`src/rtl/hicore_icb_split2.sv`:
```
// -----------------------------------------------------------------------------
// hicore_icb_split2
//   1-to-2 ICB splitter placed in front of the default (error) slave. Each
//   master command goes either to the decoded region port (o0) or, on an
//   address miss, to the default port (od). A small FIFO records which port
//   took each accepted command. Responses are then returned to the master
//   strictly in issue order.
//
// Ports
//   clk, rst_n               clock, asynchronous active-low reset
//   i_icb_cmd_*              master command: valid/ready, addr, read, wdata, wmask
//   i_icb_rsp_*              master response: valid/ready, err, rdata
//   o0_icb_cmd_*, o0_icb_rsp_*   region-0 slave side
//   od_icb_cmd_*, od_icb_rsp_*   default (error) slave side
// -----------------------------------------------------------------------------
module hicore_icb_split2 #(
    parameter int          AW      = 32,
    parameter int          DW      = 32,
    parameter logic [AW-1:0] O0_BASE = 32'h1000_0000,
    parameter logic [AW-1:0] O0_MASK = 32'hF000_0000,
    parameter int          OUTS_N  = 2
) (
    input  logic            clk,
    input  logic            rst_n,

    input  logic            i_icb_cmd_valid,
    output logic            i_icb_cmd_ready,
    input  logic [AW-1:0]   i_icb_cmd_addr,
    input  logic            i_icb_cmd_read,
    input  logic [DW-1:0]   i_icb_cmd_wdata,
    input  logic [DW/8-1:0] i_icb_cmd_wmask,
    output logic            i_icb_rsp_valid,
    input  logic            i_icb_rsp_ready,
    output logic            i_icb_rsp_err,
    output logic [DW-1:0]   i_icb_rsp_rdata,

    output logic            o0_icb_cmd_valid,
    input  logic            o0_icb_cmd_ready,
    output logic [AW-1:0]   o0_icb_cmd_addr,
    output logic            o0_icb_cmd_read,
    output logic [DW-1:0]   o0_icb_cmd_wdata,
    output logic [DW/8-1:0] o0_icb_cmd_wmask,
    input  logic            o0_icb_rsp_valid,
    output logic            o0_icb_rsp_ready,
    input  logic            o0_icb_rsp_err,
    input  logic [DW-1:0]   o0_icb_rsp_rdata,

    output logic            od_icb_cmd_valid,
    input  logic            od_icb_cmd_ready,
    output logic [AW-1:0]   od_icb_cmd_addr,
    output logic            od_icb_cmd_read,
    output logic [DW-1:0]   od_icb_cmd_wdata,
    output logic [DW/8-1:0] od_icb_cmd_wmask,
    input  logic            od_icb_rsp_valid,
    output logic            od_icb_rsp_ready,
    input  logic            od_icb_rsp_err,
    input  logic [DW-1:0]   od_icb_rsp_rdata
);

    // A depth-1 FIFO still gets a 1-bit pointer; it simply never leaves 0.
    localparam int PTR_W = (OUTS_N > 1) ? $clog2(OUTS_N) : 1;
    localparam int CNT_W = $clog2(OUTS_N + 1);

    logic [PTR_W-1:0] wptr;
    logic [PTR_W-1:0] rptr;
    logic [CNT_W-1:0] count;
    // Port id per outstanding command: 0 = o0, 1 = od.
    logic             fifo_port [OUTS_N];

    logic hit;
    logic full;
    logic empty;
    logic push;
    logic pop;
    logic head_port;

    function automatic logic [PTR_W-1:0] ptr_inc(input logic [PTR_W-1:0] p);
        if (p == PTR_W'(OUTS_N - 1)) begin
            return '0;
        end
        return p + PTR_W'(1);
    endfunction

    // ---------------- command path ----------------
    assign hit   = (i_icb_cmd_addr & O0_MASK) == O0_BASE;
    assign full  = (count == CNT_W'(OUTS_N));
    assign empty = (count == '0);

    assign o0_icb_cmd_addr  = i_icb_cmd_addr;
    assign o0_icb_cmd_read  = i_icb_cmd_read;
    assign o0_icb_cmd_wdata = i_icb_cmd_wdata;
    assign o0_icb_cmd_wmask = i_icb_cmd_wmask;
    assign od_icb_cmd_addr  = i_icb_cmd_addr;
    assign od_icb_cmd_read  = i_icb_cmd_read;
    assign od_icb_cmd_wdata = i_icb_cmd_wdata;
    assign od_icb_cmd_wmask = i_icb_cmd_wmask;

    assign o0_icb_cmd_valid = i_icb_cmd_valid &  hit & ~full;
    assign od_icb_cmd_valid = i_icb_cmd_valid & ~hit & ~full;

    // Gated by the registered full only: a same-cycle pop never frees a slot
    // for the command path, so there is no response-to-command timing path.
    assign i_icb_cmd_ready = ~full & (hit ? o0_icb_cmd_ready : od_icb_cmd_ready);

    assign push = i_icb_cmd_valid & i_icb_cmd_ready;

    // ---------------- response path ----------------
    assign head_port = fifo_port[rptr];

    assign i_icb_rsp_valid  = ~empty & (head_port ? od_icb_rsp_valid : o0_icb_rsp_valid);
    assign i_icb_rsp_err    = head_port ? od_icb_rsp_err   : o0_icb_rsp_err;
    assign i_icb_rsp_rdata  = head_port ? od_icb_rsp_rdata : o0_icb_rsp_rdata;

    // The non-head port is held off so an early response cannot overtake.
    assign o0_icb_rsp_ready = ~empty & ~head_port & i_icb_rsp_ready;
    assign od_icb_rsp_ready = ~empty &  head_port & i_icb_rsp_ready;

    assign pop = i_icb_rsp_valid & i_icb_rsp_ready;

    // ---------------- outstanding FIFO ----------------
    always_ff @(posedge clk or negedge rst_n) begin
        if (!rst_n) begin
            wptr  <= '0;
            rptr  <= '0;
            count <= '0;
        end else begin
            if (push) begin
                wptr <= ptr_inc(wptr);
            end
            if (pop) begin
                rptr <= ptr_inc(rptr);
            end
            case ({push, pop})
                2'b10:   count <= count + CNT_W'(1);
                2'b01:   count <= count - CNT_W'(1);
                default: count <= count;
            endcase
        end
    end

    // Storage is not reset; entries are only read once written after reset.
    always_ff @(posedge clk) begin
        if (push) begin
            fifo_port[wptr] <= ~hit;
        end
    end

endmodule

```
`config.mk`:
```
export PLATFORM = sky130hd
export DESIGN_NAME = hicore_icb_split2
export DESIGN_NICKNAME = d
export VERILOG_FILES = /design/src/rtl/hicore_icb_split2.sv
export SDC_FILE = /design/constraint.sdc
export NUM_CORES = 1
export LEC_CHECK = 0
export BUFFER_PORTS_ARGS = -buffer_cell sky130_fd_sc_hd__buf_2
export CORE_AREA = 2 2 124 126
export DETAILED_ROUTE_END_ITERATION = 6
export DIE_AREA = 0 0 126 128
export GPL_ROUTABILITY_DRIVEN = 0
export HOLD_SLACK_MARGIN = 0.15
export PLACE_DENSITY_LB_ADDON = 0.25
export SLEW_MARGIN = 20
export SYNTH_ARGS = -nofsm -noshare
export SYNTH_HDL_FRONTEND = slang
export SYNTH_SLANG_ARGS = --single-unit
```
`constraint.sdc`:
```
create_clock -name clk -period 4.5 [get_ports clk]
set_input_delay 0 -clock clk [delete_from_list [all_inputs] [get_ports clk]]
set_output_delay 0 -clock clk [all_outputs]
set_load 0.02 [all_outputs]
```
After elaboration in Yosys (flattened, before gate mapping)
Memory sizes are Yosys's and may differ from the RTL's.
Cells that the tools add are included.
{ "totals": {"inputBits": 143, "mem_count": 1, "word_cells": 45, "mem_bits_rw": 2, "regBits": 4} }
{ "memory_table": {"columns": ["memory", "depth", "word_bits", "read_ports", "rd_clocked_by_memory_dff", "write_ports", "line_no", "text"], "rows": [
  ["fifo_port", 2, 1, 1, 0, 1, "68", "logic fifo_port [OUTS_N];"]
]} }
{ "classes": {"n_eq_ne": 4, "n_addsub": 4, "bitwise": 16, "n_mux": 15, "reduce_logical": 2} }
{ "ops": {"columns": ["cell", "n"], "rows": [
  ["$mux W32", 1],
  ["$mux W1", 13],
  ["$and A1 B1 Y1", 12],
  ["$eq A2 B2 Y1 const B", 2],
  ["$eq A4 B1 Y1 const B", 1],
  ["$not A1 Y1", 4],
  ["$pmux W2 S2", 1],
  ["$add A1 B1 Y1 const B", 2],
  ["$add A2 B1 Y2 const B", 1],
  ["$eq A2 B1 Y1 const B", 1],
  ["$logic_not A2 Y1", 1],
  ["$reduce_bool A2 Y1", 1],
  ["$sub A2 B1 Y2 const B", 1]
]} }

Depth between registers and ports, before layout
Gate-level depths: netlist of run 1.
{ "logic_depth": {"word_depth": 6, "mapped_depth": 8} }

Worst setup path before layout of run 1
No wires, ideal clock.
{ "synth_path": {"path_kind": "register to register", "from": "register rptr", "to": "register count[1]", "slack_ps": 2776, "setup_ps": 80, "synth_period_minus_slack_ps": 1724, "t_arrival_ps": 1644, "stages_incl_launch_ff": 7, "cell_sequence": "dfrtp_1 > mux2i_4 > mux2i_1 > nor2_2 > ha_1 > nor2_1 > xnor2_1"} }
{ "synth_between": {"elab_chain_len": 6} }
{ "synth_rtl": {"columns": ["item", "line_no", "text"], "rows": [
  ["from (decl)", "65", "logic [PTR_W-1:0] rptr;"],
  ["from (signal assigned)", "131", "rptr <= ptr_inc(rptr);"],
  ["$mem_v2 Z2 W1 *", null, null],
  ["$mux W1 *", "110", "assign i_icb_rsp_valid = ~empty & (head_port ? od_icb_rsp_valid : o0_icb_rsp_valid);"],
  ["$and A1 B1 Y1 *", "110", null],
  ["$and A1 B1 Y1 *", "118", "assign pop = i_icb_rsp_valid & i_icb_rsp_ready;"],
  ["named net pop", "74", "logic pop;"],
  ["$eq A2 B1 Y1 or $eq A2 B2 Y1 (tied branches)", "133", "case ({push, pop})"],
  ["$pmux W2 S2 or $reduce_bool A2 Y1 (tied branches)", null, null],
  ["to (signal assigned)", "134", "2'b10: count <= count + CNT_W'(1);"],
  ["to (signal assigned)", "135", "2'b01: count <= count - CNT_W'(1);"],
  ["to (signal assigned)", "136", "default: count <= count;"],
  ["to (decl)", "66", "logic [CNT_W-1:0] count;"]
]} }
Mark *: on every way through the listed nets, which the timed path passes. The rest lies on a longest branch.
A chain may end at the register's enable or synchronous reset.

Worst setup path after layout of run 1
{ "layout_path": {"from": "input port i_icb_cmd_addr[29]", "to": "output port o0_icb_cmd_valid"} }
{ "layout_between": {"elab_chain_len": 3} }
{ "layout_rtl": {"columns": ["item", "line_no", "text"], "rows": [
  ["from (decl)", "28", "input logic [AW-1:0] i_icb_cmd_addr,"],
  ["$eq A4 B1 Y1", "85", "assign hit = (i_icb_cmd_addr & O0_MASK) == O0_BASE;"],
  ["$and A1 B1 Y1 (2 in series)", "98", "assign o0_icb_cmd_valid = i_icb_cmd_valid & hit & ~full;"],
  ["to (decl)", "37", "output logic o0_icb_cmd_valid,"]
]} }
Every way passes these cells.

==> out/metrics.yaml, run 1 <==
root_buffer: "clkbuf_16"
whs_ns: 0.178
synth_top_family_by_area: "buffers and inverters"
crit_required_ns: 4.50
worstSkewPairLatency_ns: 0.23
holdCritPathClass: "in -> reg"
outcome: "complete, no violations"
syn_to_final_growth_pct: 32.5
ir_drop_v: 0.000134
drc: 0
period_share_pct: 42.9
final-setup-viol-count: 0
route.vias.total: 1450
core_area_mm2: 0.0149
yosys_warnings: 0
synth-seq-cells: 6
drt-wirelength-per-cell_um: 10.6
start_util_pct: 12.1
syn-num-nets: 352
critical_path_class: "in -> out"
grt_pass1_vias: 1399
max_cap_violations: 0
hold_viol: 0
layout_commonest_cell: "buf_2"
cts_buffer_depth: 2
p_switching_uw: 398
finalCriticalPeriod_ns: 1.93
path_clk_slew_ns: 0.03
antenna_found_initial: 0
synthMuxAreaShare_pct: 23.0
fmax_mhz: 518
synthSimpleGateAreaFrac_pct: 4.17
grt_pass1_wl_mm: 6.24
grt_start_max_net_pins: 36
h-tree-depth: 1
cts.sinks: 6
setup_tns_ns: 0
die_h_um: 128
cp-start-kind: "primary input"
syn_area_mm2: 0.00180
gr-total-overflow: 0
seqPwrFrac_pct: 12.1
internal_power_uw: 437
postCtsSetupBuffers: 0
hold_buffers: 70
synth_cell_types: 20
report.final.slew_viol_count: 0
viasPerCell: 3.19
slew_headroom_pct: 64.4
synth_compound_area_share_pct: 1.60
dp_hpwl_mm: 3.51
end_kind: "output port"
ant_nets: 0
layout.nets: 411
syn_avg_cell_area_um2: 8.65
comb_power_share_pct: 70.1
p_per_area_mw_per_mm2: 350
cts_resized: 0
grtUsageTotal_pct: 4.72
most-common-layout-cells: "buf_2, dlygate4sd3_1, mux2_2"
drt_iter0_drc: 22
cp_max_fo: 3
p_clk_share_pct: 17.8
finClkSkew_ns: 0.00399
ios: 320
p_leak_nw: 1.11
syn_inst: 208
die_area_mm2: 0.0161
numCtsBuffers: 3
ys_seq_area_share_pct: 8.90
diodes: 0
synth_fa_ha_area_share_pct: 0.695
synthXorXnorAreaFrac_pct: 1.95
switching_share_pct: 47.6
io_buffer_count: 124
cp.arrival_ns: 1.93
die_x_um: 126
first_pass_iters: 3
worstMarginPinSlew_ns: 0.528
rows: 45
grt_setup_unrepaired: "false"
cts_tree: "yes"
drive_above_1_share_pct: 62.4
routed_wl_mm: 4.82
-- through the flow --
step	cell area, um^2	cells	total power [mW]	setup WS [ns]	utilization (%)
6_report	2380	454	0.835	2.57	16.0
5_1_grt	2380	454	0.890	2.45	16.0
4_1_cts	2380	454	0.846	2.55	16.0
3_5_place_dp	1600	380	0.553	2.79	10.8
3_3_place_gp	1600	380	0.553	2.83	10.8
2_1_floorplan	1800	208	0.589	2.78	-
-- sequential cells by signal, indices dropped and copies added, names as in the netlist --
name	count
count	2
rptr	1
wptr	1
fifo_port	2
-- worst max-delay path: stages --
cell and delay (ns):
dlygate4sd3_1 0.54, buf_2 0.15, nor4b_4 0.32, dlygate4sd3_1 0.59, inv_1 0.06, nor2_1 0.10, buf_2 0.18
-- routing by layer --
layer,up-vias,wire length [um],global-route usage (%)
li1,646,-,-
met1,653,1730,5.33
met2,143,2490,8.70
met3,8,551,1.21
met4,0,40,1.42
met5,-,0,0
-- final cells by class --
type / count / area, um^2
clock buffers: 4 / 78.8
fillers: 1664 / 12500
flip-flops and latches: 6 / 160
inverters: 4 / 15.0
multi-input cells: 57 / 566
well taps: 188 / 235
repair buffers: 195 / 1330
-- cell families (layout without fill, tap and decap cells) --
| family | count (synthesis) | in the layout |
|---|---|---|
| flip-flops | 6 | 6 |
| multiplexers | 36 | 36 |
| XOR/XNOR | 4 | 4 |
| AND/OR/NAND/NOR | 11 | 11 |
| buffers and inverters | 145 | 203 |
| AO/OA/AOI/OAI | 5 | 5 |
| adder cells (fa/ha/maj) | 1 | 1 |
-- path summary, 6_finish.rpt --
| kind | slack, ns | start | cells after the start | end |
|---|---|---|---|---|
| max | 2.57 | i_icb_cmd_addr[29] | 7 | o0_icb_cmd_valid |
| min | 0.18 | od_icb_rsp_valid | 4 | rptr$_DFFE_PN0P_ |
| max reg2reg | 2.82 | rptr$_DFFE_PN0P_ | 7 | count[1]$_DFFE_PN0P_ |
| min reg2reg | 0.54 | rptr$_DFFE_PN0P_ | 1 | rptr$_DFFE_PN0P_ |
| max in group asynchronous | 3.62 | rst_n | 3 | count[1]$_DFFE_PN0P_ |
| min in group asynchronous | 0.70 | rst_n | 3 | wptr$_DFFE_PN0P_ |
-- power groups by stage --
stage               registers (mW)  logic, mW  clock network [mW]
finish                       0.101      0.585               0.149
global route                 0.106      0.630               0.154
CTS                          0.101      0.593               0.151
detailed placement           0.102      0.451                   0
global placement             0.102      0.451                   0
floorplan                   0.0976      0.491                   0
-- synth_stat cells (all sizes together) --
master	number	area share, %
nand2	1	0.21
nor2	6	1.4
mux2i	3	2.4
xnor2	3	1.5
and3	1	0.35
edfxtp	2	3.3
nand2b	1	0.35
a21oi	2	0.76
nor4b	1	1.3
inv	4	0.83
nor3	1	0.56
o21ai	3	0.83
ha	1	0.70
mux2	33	21
buf	141	59
dfrtp	4	5.6
xor2	1	0.49
Note: power is estimated with default switching activity, not from simulation.
==> run 2, diff against run 1 <==
--- a/config.mk
+++ b/config.mk
@@ -6,9 +6,9 @@
 export NUM_CORES = 1
 export LEC_CHECK = 0
 export BUFFER_PORTS_ARGS = -buffer_cell sky130_fd_sc_hd__buf_2
-export CORE_AREA = 2 2 124 126
+export CORE_AREA = 2 2 123 125
 export DETAILED_ROUTE_END_ITERATION = 6
-export DIE_AREA = 0 0 126 128
+export DIE_AREA = 0 0 125 127
 export GPL_ROUTABILITY_DRIVEN = 0
 export HOLD_SLACK_MARGIN = 0.15
 export PLACE_DENSITY_LB_ADDON = 0.25
==> constraint.sdc (replaced) <==
create_clock -name clk -period 2 [get_ports clk]
set_input_delay 0 -clock clk [delete_from_list [all_inputs] [get_ports clk]]
set_output_delay 0 -clock clk [all_outputs]
set_load 0.02 [all_outputs]
==> run 2 against run 1 <==
  * Clock skew down 0.0020 ns
  * Design area down 0.84%
  * Routed wire length up 12%
==> out/metrics.yaml, run 2 (synthesis gave the netlist of run 1 again) <==
diodes: 0  # unchanged
worstMarginPinSlew_ns: 0.486  # -0.0420 ns
max_cap_violations: 0  # unchanged
cp_num_buf_inv: 2  # -3
p_leak_nw: 1.10  # -0.49%
die_x_um: 125  # -0.79%
grt_start_max_net_pins: 19  # -47%
layout_commonest_cell: "buf_2"
finalCriticalPeriod_ns: 1.77
outcome: "complete, no violations"
die_h_um: 127  # -0.78%
slew_headroom_pct: 67.3  # +2.8 points
layout.nets: 410  # -0.24%
fmax_mhz: 565
ant_nets: 0  # unchanged
report.final.slew_viol_count: 0  # unchanged
dp_hpwl_mm: 4.09  # +16%
grtUsageTotal_pct: 5.61  # +0.90 points
path_clk_slew_ns: 0.03  # about the same
period_share_pct: 88.5
most-common-layout-cells: "buf_2, dlygate4sd3_1, mux2_2"
end_kind: "output port"
timing.final.ws_setup_ns: 0.231  # -2.34 ns
grt_pass1_wl_mm: 7.01  # +12%
crit_chain: "mux2i_4 -> buf_4 -> mux2_2 -> buf_2"
ir_drop_v: 0.000201  # +50%
cts_tree: "yes"
p_total_mw: 1.90  # +130%
drt_iter0_drc: 4  # -82%
syn_to_final_growth_pct: 31.4
cts_resized: 0  # unchanged
routed_wl_mm: 5.38  # +12%
root_buffer: "clkbuf_16"
die_area_mm2: 0.0159  # -1.6%
setup_tns_ns: 0  # unchanged
cts_buffer_depth: 2  # unchanged
first_pass_iters: 2  # -1
io_buffer_count: 124  # unchanged
cp-start-kind: "flip-flop"
antenna_found_initial: 0  # unchanged
fill_cells: 1660  # -0.24%
p_per_area_mw_per_mm2: 802  # +130%
crit_required_ns: 2.00  # -2.50 ns
gr-total-overflow: 0  # unchanged
drive_above_1_share_pct: 63.4  # +0.99 points
route.vias.total: 1433  # -1.2%
drt-wirelength-per-cell_um: 12.0  # +13%
cp.arrival_ns: 1.77  # -0.16 ns
holdCritPathClass: "in -> reg"
grt_pass1_vias: 1397  # -0.14%
biggestRegsByFlops: "count x2, fifo_port x2"
whs_ns: 0.166  # -0.0125 ns
drc: 0  # unchanged
max_stage_delay_ns: 0.40  # -0.19 ns
finClkSkew_ns: 0.00198  # -0.00201 ns
h-tree-depth: 1  # unchanged
ios: 320  # unchanged
critical_path_class: "reg -> out"
grt_setup_unrepaired: "false"
worstSkewPairLatency_ns: 0.23  # about the same
cts.sinks: 6  # unchanged
core_area_mm2: 0.0144  # -3.0%
rows: 44  # -2.2%
viasPerCell: 3.19  # about the same
preCtsSetupSlack_ns: 0.229  # -2.56 ns
start_util_pct: 12.5  # +0.37 points
cp_slowest_cell: "dfrtp_1"
cpLargestDelayFamily: "multiplexers"
cp_max_fo: 18  # +15
hold_viol: 0  # unchanged
numCtsBuffers: 3  # unchanged
final-setup-viol-count: 0  # unchanged
[run 2: tightest hold or removal path, cell delays in order]
cell and delay [ns]:
buf_2 0.11, nor4b_4 0.05, inv_1 0.10
[run 2: through the flow]
step / cell area (um^2) / utilization, % / std cells
after CTS: 2360 / 16.4 / 449
after floorplan: 1800 / - / 208
after global placement: 1610 / 11.2 / 378
final: 2360 / 16.4 / 449
after global routing: 2360 / 16.4 / 449
after detailed placement: 1610 / 11.2 / 378
[run 2: worst paths after layout]
kind                                         start                      to  slack (ns)  cells after the start
worst min-delay path            i_icb_cmd_addr[30]  fifo_port[0]$_DFFE_PP_        0.17                      3
min in group asynchronous                    rst_n        rptr$_DFFE_PN0P_        0.68                      3
worst min register to register    rptr$_DFFE_PN0P_        rptr$_DFFE_PN0P_        0.54                      1
worst max register to register    rptr$_DFFE_PN0P_    count[1]$_DFFE_PN0P_        0.25                      6
worst max-delay path              rptr$_DFFE_PN0P_     i_icb_rsp_rdata[18]        0.23                      4
max in group asynchronous                    rst_n    count[0]$_DFFE_PN0P_        1.13                      3
[run 2: cell type report]
class	count	area (um^2)	area share (%)
repair buffers	194	1310	55.6
flip-flops and latches	6	160	6.78
inverters	4	15.0	0.635
multi-input cells	57	566	23.9
clock buffers	4	78.8	3.34
well taps	184	230	9.74
[run 2: per-layer routing]
metal  share of wire (%)  global-route usage (%)  vias to the layer above
met5                   0                       0                        -
met4                0.95                    1.76                        0
met3                  10                   0.921                        8
met2                  57                    11.6                      145
met1                  32                    5.62                      638
li1                    -                       -                      642
[run 2: where the power goes]
part / internal [mW] / switching [mW]
combinational: 0.555 / 0.782
sequential: 0.177 / 0.0516
clock: 0.264 / 0.0678
total: 0.996 / 0.901
[run 2: timing repair]
action | in CTS | in global routing
buffers inserted | 0 | 0
hold buffers | 67 | 0
endpoints found under the hold margin | 134 | 0
